==> src/rtl/dp_pkg.sv <==
// rtl/dp_pkg.sv - shared link-word types and FSM states for the data plane
// Purpose : link word layout, idle word, TX state encoding and field widths,
//           shared by data_plane_tx and data_plane_rx.
// Ports   : none (package).
// Config  : TX_CHECKSUM_EN adds the ST_CHECKSUM state.
package dp_pkg;

  localparam int NODE_W = 16;
  localparam int DATA_W = 16;

  typedef struct packed {
    logic [NODE_W-1:0] dest;
    logic [DATA_W-1:0] field;
  } link_word_t;

  localparam logic [NODE_W+DATA_W-1:0] IDLE_WORD = 32'h0;

  typedef enum logic [2:0] {
    ST_IDLE,
    ST_WAIT_GRANT,
    ST_HEADER,
    ST_PAYLOAD,
`ifdef TX_CHECKSUM_EN
    ST_CHECKSUM,
`endif
    ST_DONE
  } tx_state_e;

endpackage

==> src/rtl/data_plane_tx_if.sv <==
// rtl/data_plane_tx_if.sv - GPP and link signal bundle for data_plane_tx
// Purpose : groups the GPP load/start inputs, link grant and link/status outputs.
// Ports   : master drives gpp_wr_en, gpp_wr_data, gpp_dest_id, gpp_tx_start,
//           link_grant; slave (the TX stage) drives data_tx_packet, tx_busy,
//           tx_buf_full, tx_buf_count, data_tx_complete_flag.
interface data_plane_tx_if #(
  parameter int CNT_W = 5
) ();

  logic             gpp_wr_en;
  logic [15:0]      gpp_wr_data;
  logic [15:0]      gpp_dest_id;
  logic             gpp_tx_start;
  logic             link_grant;
  logic [31:0]      data_tx_packet;
  logic             tx_busy;
  logic             tx_buf_full;
  logic [CNT_W-1:0] tx_buf_count;
  logic             data_tx_complete_flag;

  modport master (
    output gpp_wr_en, gpp_wr_data, gpp_dest_id, gpp_tx_start, link_grant,
    input  data_tx_packet, tx_busy, tx_buf_full, tx_buf_count, data_tx_complete_flag
  );

  modport slave (
    input  gpp_wr_en, gpp_wr_data, gpp_dest_id, gpp_tx_start, link_grant,
    output data_tx_packet, tx_busy, tx_buf_full, tx_buf_count, data_tx_complete_flag
  );

endinterface

==> src/rtl/dp_tx_buffer.sv <==
// rtl/dp_tx_buffer.sv - linear-fill TX payload buffer
// Purpose : DEPTH x 16 register array filled from index 0 upward; the count
//           doubles as the write pointer. Read is combinational at rd_idx.
// Ports   : clk, rst (sync, active-high), clr (empty buffer), wr_en/wr_data,
//           rd_idx/rd_data, count, full (count and full are registered).
module dp_tx_buffer
  import dp_pkg::*;
#(
  parameter int DEPTH = 16,
  parameter int CNT_W = $clog2(DEPTH) + 1
) (
  input  logic              clk,
  input  logic              rst,
  input  logic              clr,
  input  logic              wr_en,
  input  logic [DATA_W-1:0] wr_data,
  input  logic [CNT_W-2:0]  rd_idx,
  output logic [DATA_W-1:0] rd_data,
  output logic [CNT_W-1:0]  count,
  output logic              full
);

  localparam logic [CNT_W-1:0] DEPTH_C = CNT_W'(DEPTH);

  logic [DATA_W-1:0] mem [DEPTH];
  logic [CNT_W-1:0]  count_n;
  logic              wr_ok;

  assign wr_ok   = wr_en && !full;
  assign rd_data = mem[rd_idx];

  always_comb begin
    count_n = count;
    if (rst || clr)
      count_n = '0;
    else if (wr_ok)
      count_n = count + CNT_W'(1);
  end

  always_ff @(posedge clk) begin
    count <= count_n;
    full  <= (count_n == DEPTH_C);
  end

  // Payload storage needs no reset: only indices below count are ever read.
  always_ff @(posedge clk) begin
    if (wr_ok)
      mem[count[CNT_W-2:0]] <= wr_data;
  end

endmodule

==> src/rtl/data_plane_tx.sv <==
// rtl/data_plane_tx.sv - transmit-side data-plane stage onto the 32-bit link
// Purpose : buffers GPP payload words, then on start waits for link_grant and
//           sends {dest,len} followed by {dest,data} words, then pulses complete.
// Ports   : clk, rst (sync, active-high), dp (data_plane_tx_if.slave): GPP
//           write/start/dest, link_grant in; data_tx_packet, tx_busy,
//           tx_buf_full, tx_buf_count, data_tx_complete_flag out (all registered).
// Config  : TX_CHECKSUM_EN appends a {dest, XOR of payload} trailer word.
module data_plane_tx
  import dp_pkg::*;
#(
  parameter int DEPTH = 16,
  parameter int CNT_W = $clog2(DEPTH) + 1
) (
  input logic            clk,
  input logic            rst,
  data_plane_tx_if.slave dp
);

  tx_state_e         state, state_n;
  link_word_t        out_q, out_n;
  logic              flag_q, flag_n;
  logic              busy_q;
  logic [CNT_W-1:0]  idx, idx_n;
  logic [CNT_W-1:0]  len_q;
  logic [NODE_W-1:0] dest_q;
  logic              latch, clr;
  logic [DATA_W-1:0] rd_data;
  logic [CNT_W-1:0]  count;
  logic              full;
`ifdef TX_CHECKSUM_EN
  logic [DATA_W-1:0] csum_q;
`endif

  dp_tx_buffer #(.DEPTH(DEPTH), .CNT_W(CNT_W)) u_buf (
    .clk     (clk),
    .rst     (rst),
    .clr     (clr),
    .wr_en   (dp.gpp_wr_en && state == ST_IDLE && !dp.gpp_tx_start),
    .wr_data (dp.gpp_wr_data),
    .rd_idx  (idx[CNT_W-2:0]),
    .rd_data (rd_data),
    .count   (count),
    .full    (full)
  );

  // The output word is computed from the current state and registered, so
  // each state's word appears on the link one cycle after that state.
  always_comb begin
    state_n = state;
    idx_n   = idx;
    out_n   = link_word_t'(IDLE_WORD);
    flag_n  = 1'b0;
    latch   = 1'b0;
    clr     = 1'b0;
    case (state)
      ST_IDLE: begin
        if (dp.gpp_tx_start && count != '0 && dp.gpp_dest_id != '0) begin
          latch   = 1'b1;
          state_n = ST_WAIT_GRANT;
        end
      end
      ST_WAIT_GRANT: begin
        if (dp.link_grant)
          state_n = ST_HEADER;
      end
      ST_HEADER: begin
        out_n   = '{dest: dest_q, field: {{(DATA_W-CNT_W){1'b0}}, len_q}};
        idx_n   = '0;
        state_n = ST_PAYLOAD;
      end
      ST_PAYLOAD: begin
        out_n = '{dest: dest_q, field: rd_data};
        idx_n = idx + CNT_W'(1);
        if (idx == len_q - CNT_W'(1))
`ifdef TX_CHECKSUM_EN
          state_n = ST_CHECKSUM;
`else
          state_n = ST_DONE;
`endif
      end
`ifdef TX_CHECKSUM_EN
      ST_CHECKSUM: begin
        out_n   = '{dest: dest_q, field: csum_q};
        state_n = ST_DONE;
      end
`endif
      ST_DONE: begin
        flag_n  = 1'b1;
        clr     = 1'b1;
        state_n = ST_IDLE;
      end
      default: state_n = ST_IDLE;
    endcase
  end

  always_ff @(posedge clk) begin
    if (rst) begin
      state  <= ST_IDLE;
      out_q  <= link_word_t'(IDLE_WORD);
      flag_q <= 1'b0;
      busy_q <= 1'b0;
      idx    <= '0;
      len_q  <= '0;
      dest_q <= '0;
`ifdef TX_CHECKSUM_EN
      csum_q <= '0;
`endif
    end else begin
      state  <= state_n;
      out_q  <= out_n;
      flag_q <= flag_n;
      busy_q <= (state_n != ST_IDLE);
      idx    <= idx_n;
      if (latch) begin
        len_q  <= count;
        dest_q <= dp.gpp_dest_id;
      end
`ifdef TX_CHECKSUM_EN
      if (latch)
        csum_q <= '0;
      else if (state == ST_PAYLOAD)
        csum_q <= csum_q ^ rd_data;
`endif
    end
  end

  assign dp.data_tx_packet        = out_q;
  assign dp.data_tx_complete_flag = flag_q;
  assign dp.tx_busy               = busy_q;
  assign dp.tx_buf_count          = count;
  assign dp.tx_buf_full           = full;

endmodule

==> src/flat_wrapper.sv <==
// flat-port wrapper written by rule: the top's interface ports become plain ports
module data_plane_tx_flat import dp_pkg::*;
#(
  parameter int DEPTH = 16,
  parameter int CNT_W = $clog2(DEPTH) + 1
)
  (clk, rst, dp_gpp_wr_en, dp_gpp_wr_data, dp_gpp_dest_id, dp_gpp_tx_start, dp_link_grant, dp_data_tx_packet, dp_tx_busy, dp_tx_buf_full, dp_tx_buf_count, dp_data_tx_complete_flag);
  data_plane_tx_if #(.CNT_W(CNT_W)) dp_i ();
  input logic clk;
  input logic rst;
  input wire logic [$bits(dp_i.gpp_wr_en)-1:0] dp_gpp_wr_en;
  input wire logic [$bits(dp_i.gpp_wr_data)-1:0] dp_gpp_wr_data;
  input wire logic [$bits(dp_i.gpp_dest_id)-1:0] dp_gpp_dest_id;
  input wire logic [$bits(dp_i.gpp_tx_start)-1:0] dp_gpp_tx_start;
  input wire logic [$bits(dp_i.link_grant)-1:0] dp_link_grant;
  output wire logic [$bits(dp_i.data_tx_packet)-1:0] dp_data_tx_packet;
  output wire logic [$bits(dp_i.tx_busy)-1:0] dp_tx_busy;
  output wire logic [$bits(dp_i.tx_buf_full)-1:0] dp_tx_buf_full;
  output wire logic [$bits(dp_i.tx_buf_count)-1:0] dp_tx_buf_count;
  output wire logic [$bits(dp_i.data_tx_complete_flag)-1:0] dp_data_tx_complete_flag;
  assign dp_i.gpp_wr_en = dp_gpp_wr_en;
  assign dp_i.gpp_wr_data = dp_gpp_wr_data;
  assign dp_i.gpp_dest_id = dp_gpp_dest_id;
  assign dp_i.gpp_tx_start = dp_gpp_tx_start;
  assign dp_i.link_grant = dp_link_grant;
  assign dp_data_tx_packet = dp_i.data_tx_packet;
  assign dp_tx_busy = dp_i.tx_busy;
  assign dp_tx_buf_full = dp_i.tx_buf_full;
  assign dp_tx_buf_count = dp_i.tx_buf_count;
  assign dp_data_tx_complete_flag = dp_i.data_tx_complete_flag;
  data_plane_tx #(.DEPTH(DEPTH), .CNT_W(CNT_W)) u_core (.clk(clk), .rst(rst), .dp(dp_i));
endmodule
==> config.mk <==
export PLATFORM = sky130hd
export DESIGN_NAME = data_plane_tx_flat
export DESIGN_NICKNAME = d
export VERILOG_FILES = /design/src/rtl/dp_pkg.sv /design/src/rtl/data_plane_tx_if.sv /design/src/rtl/dp_tx_buffer.sv /design/src/rtl/data_plane_tx.sv /design/src/flat_wrapper.sv
export SDC_FILE = /design/constraint.sdc
export NUM_CORES = 1
export LEC_CHECK = 0
export ABC_CLOCK_PERIOD_IN_PS = 4080
export BUFFER_PORTS_ARGS = -buffer_cell sky130_fd_sc_hd__buf_2
export CAP_MARGIN = 25
export CORE_MARGIN = 2
export CORE_UTILIZATION = 60
export CTS_BUF_LIST = sky130_fd_sc_hd__clkbuf_8
export DETAILED_ROUTE_END_ITERATION = 10
export PLACE_DENSITY = 0.79
export SYNTH_ARGS = -nofsm -noshare
export SYNTH_HDL_FRONTEND = slang
export SYNTH_HIERARCHICAL = 1
export SYNTH_SLANG_ARGS = --single-unit
export TNS_END_PERCENT = 5
==> constraint.sdc <==
create_clock -name clk -period 4.08 [get_ports clk]
set_clock_uncertainty 0.2 [all_clocks]
set_input_delay 0.408 -clock clk [delete_from_list [all_inputs] [get_ports clk]]
set_output_delay 0.408 -clock clk [all_outputs]
set_load 0.05 [all_outputs]
==> run_results.csv <==
group,metric,value,unit
worst_hold_path,hp-class,"input pin to register",
clocking,clock_path_buffers,3,
sta,worst_slew_pin_slew,1061,ps
sta,rsz0062_at_grt,"false",
logic_synthesis,synth_mux_area_share,12.45,%
sta,setup_violations,0,
clocking,clock_latency,550,ps
logic_synthesis,synth_fa_ha_area_share,0.6034,%
clocking,cts_resized,0,
worst_setup_path,end_kind,"register",
global_routing,grt_max_degree,40,
global_routing,grt_util_all_layers,24.52,%
sta,slew_viol_final,0,
clocking,cts_sinks,325,
route,drt-total-wl,26020,um
worst_setup_path,max_stage_delay,920,ps
power,p_int,5.311,mW
power,power_density,481.1,nW/um^2
clocking,htreeDepth,2,
route,drtIter0Drc,711,
worst_setup_path,critPathLaunchType,"register",
power,swShare,22.91,%
logic_synthesis,synth-simple-area-share,6.386,%
sta,finalSetupTns,0,ps
clocking,root_buffer,"clkbuf_8",
floorplan,die-area,21900,sq um
power,clock_power_share,37.9,%
worst_setup_path,critical_path_required,4050,ps
floorplan,die_w,148,um
placement,io_buffers,76,
worst_setup_path,worstSetupPathType,"register to register",
route,drt-pass1-iter-count,5,
floorplan,num_rows,52,
clocking,path_clk_slew,70,ps
run,drv_cap,0,
logic_synthesis,synth_area_leaders,"edfxtp_1, dfxtp_1, mux4_2",
power,seq_power_share,53.8,%
logic_synthesis,synth_top_cell_area_share,61.79,%
logic_synthesis,synth-xor-area-share,0.7039,%
worst_hold_path,min_from,"dp_gpp_wr_data[8]",
floorplan,start_util,61.29,%
logic_synthesis,avgSynthCellArea,17.88,sq um
logic_synthesis,synth_top_family_by_area,"multiplexers",
power,combPwrFrac,8.3,%
floorplan,io_pins,77,
outcome,outcome,"finished, final reports clean",
cells_and_area,syn2layout_area_growth,15.11,%
logic_synthesis,synth_top_area_cell,"edfxtp_1",
global_routing,grt_pass1_vias,7181,
sta,slew_headroom,29.17,%
cells_and_area,final_util,70.56,%
logic_synthesis,synthArstFlopShare,0,%
route,vias_per_cell,6.113,
logic_synthesis,syn_nets,739,
global_routing,overflow,0,
power,power,6.890,mW
route,vias,6908,
logic_synthesis,synth_ff_type,"edfxtp_1",
route,drtAntennaViolNets,0,
sta,fin_crit,2953,ps
global_routing,grt_pass1_wl,40510,um
logic_synthesis,yosysMostFrequentCell,"edfxtp_1",
logic_synthesis,synth_edf_count,256,
logic_synthesis,synth_common_cells,"edfxtp_1, dfxtp_1, mux4_2",
clocking,cts_tree,"built",
worst_setup_path,r2r_start,"u_core/state[0]",
global_routing,antenna_found_initial,0,
logic_synthesis,ys_seq_area_share,72.89,%
clocking,cts_setup_buffers,0,
cells_and_area,drive_gt1_share,27.79,%
logic_synthesis,ys_warn_count,6,
logic_synthesis,synth_compound_area_share,4.656,%
logic_synthesis,synthDistinctLibCells,53,
power,switching_power,1.579,mW
worst_setup_path,arrival,2920,ps
clocking,numCtsBuffers,48,
worst_setup_path,crit_start,"u_core/state[0]",
sta,finalCritPeriodShare,72.37,%
placement,finalWeightedCongestion,0.8357,
worst_setup_path,crit_slowest_cell,"nor2_2",
worst_setup_path,worstPathCellList,"nor4_1 -> nand3b_1 -> nor2_2",
cells_and_area,diodes,0,
route,wire_per_inst,23.02,um
power,p_leak,4.937,nW
placement,hpwl,15730,um
logic_synthesis,syn_inst,696,
floorplan,die_height,148,um
power,ir_drop,0.2521,mV
worst_setup_path,cp_max_fo,17,
floorplan,core,20300,sq um
sta,fmax,0.3387,GHz
sta,final_hold_viol_count,0,
clocking,holdBufCountCts,17,
route,drc_errors,0,
logic_synthesis,ys_seq_elements,325,
cells_and_area,final_nets,864,
logic_synthesis,netlist_area,12440,sq um
==> path summary, 6_finish.rpt <==
kind                                        to  slack, ps  cells after the start
setup / recovery      u_core/u_buf/mem[15][10]       1130                      3
hold / removal          u_core/u_buf/mem[2][8]         40                      1
hold reg to reg   u_core/dp.data_tx_packet[25]        270                      1
setup reg to reg      u_core/u_buf/mem[15][10]       1130                      3
==> power by group through the flow <==
stage | sequential (mW) | combinational, mW | clock (mW)
CTS | 3.71 | 0.573 | 2.65
detailed placement | 3.78 | 0.557 | 0
global placement | 3.77 | 0.538 | 0
floorplan | 3.78 | 0.392 | 0
global route | 3.71 | 0.619 | 2.81
finish | 3.71 | 0.573 | 2.61
==> layer usage <==
metal  global-route usage, %  part of all wire [%]
met5                       0                     0
met4                   9.286                   3.0
met3                   4.414                   6.7
met2                   40.56                    51
met1                   33.10                    39
==> registers in the layout (all words and copies together), names as in the netlist <==
| name | cells |
|---|---|
| u_core/u_buf/count | 5 |
| u_core/dp.data_tx_packet | 32 |
| u_core/u_buf/full | 1 |
| u_core/dp.tx_busy | 1 |
| u_core/len_q | 5 |
| u_core/dest_q | 16 |
| u_core/idx | 5 |
| u_core/dp.data_tx_complete_flag | 1 |
| u_core/u_buf/mem | 256 |
| u_core/state | 3 |
==> critical path: cells and delay by family (launching register included) <==
family / cells / cell delay [ps]
flip-flops: 1 / 530
AND/OR/NAND/NOR: 3 / 1830
==> through the flow <==
step	setup WS [ps]	cells	hold slack, ps	cell area (sq um)
floorplan	875.9	696	245.9	12440
finish	1127	1130	41.64	14320
global placement	1266	1023	252.2	13170
global route	1067	1130	18.72	14320
CTS	1191	1129	14.06	14320
detailed placement	1195	1023	259.0	13170
==> cell usage in the layout (no fill, tap or decap), drive strengths merged, types with 4 or more instances in the layout <==
cell type | synthesis | routed
a22oi | 32 | 32
nor4 | 5 | 5
dlygate4sd3 | 0 | 17
a21oi | 24 | 24
xnor2 | 4 | 4
clkbuf | 20 | 55
nor2 | 24 | 24
nand2 | 25 | 25
mux4 | 64 | 64
nand4 | 4 | 4
ha | 6 | 6
inv | 5 | 21
nand3 | 21 | 21
dfxtp | 69 | 69
nand2b | 5 | 5
and2 | 14 | 14
edfxtp | 256 | 256
nor3 | 4 | 4
mux2i | 7 | 7
clkinv | 0 | 15
and3 | 17 | 17
buf | 21 | 102
xor2 | 6 | 6
o21ai | 27 | 27
nor2b | 7 | 7
==> cells by family (layout without fill, tap and decap cells) <==
kind of cell / count (synthesis) / after routing
flops: 325 / 325
simple gates: 144 / 144
compound gates: 91 / 91
mux: 71 / 71
buf+inv: 49 / 213
xor+xnor: 10 / 10
fa+ha+maj: 6 / 6
==> layout make-up <==
type,instances,area [sq um]
clock inverters,34,221.5
flip-flops and latches,325,9074
multi-input cells,322,3118
well taps,270,337.8
fillers,1254,5977
repair buffers,119,795.8
clock buffers,55,757.0
inverters,5,18.77
No activity file was read; power rests on OpenSTA's default activity.
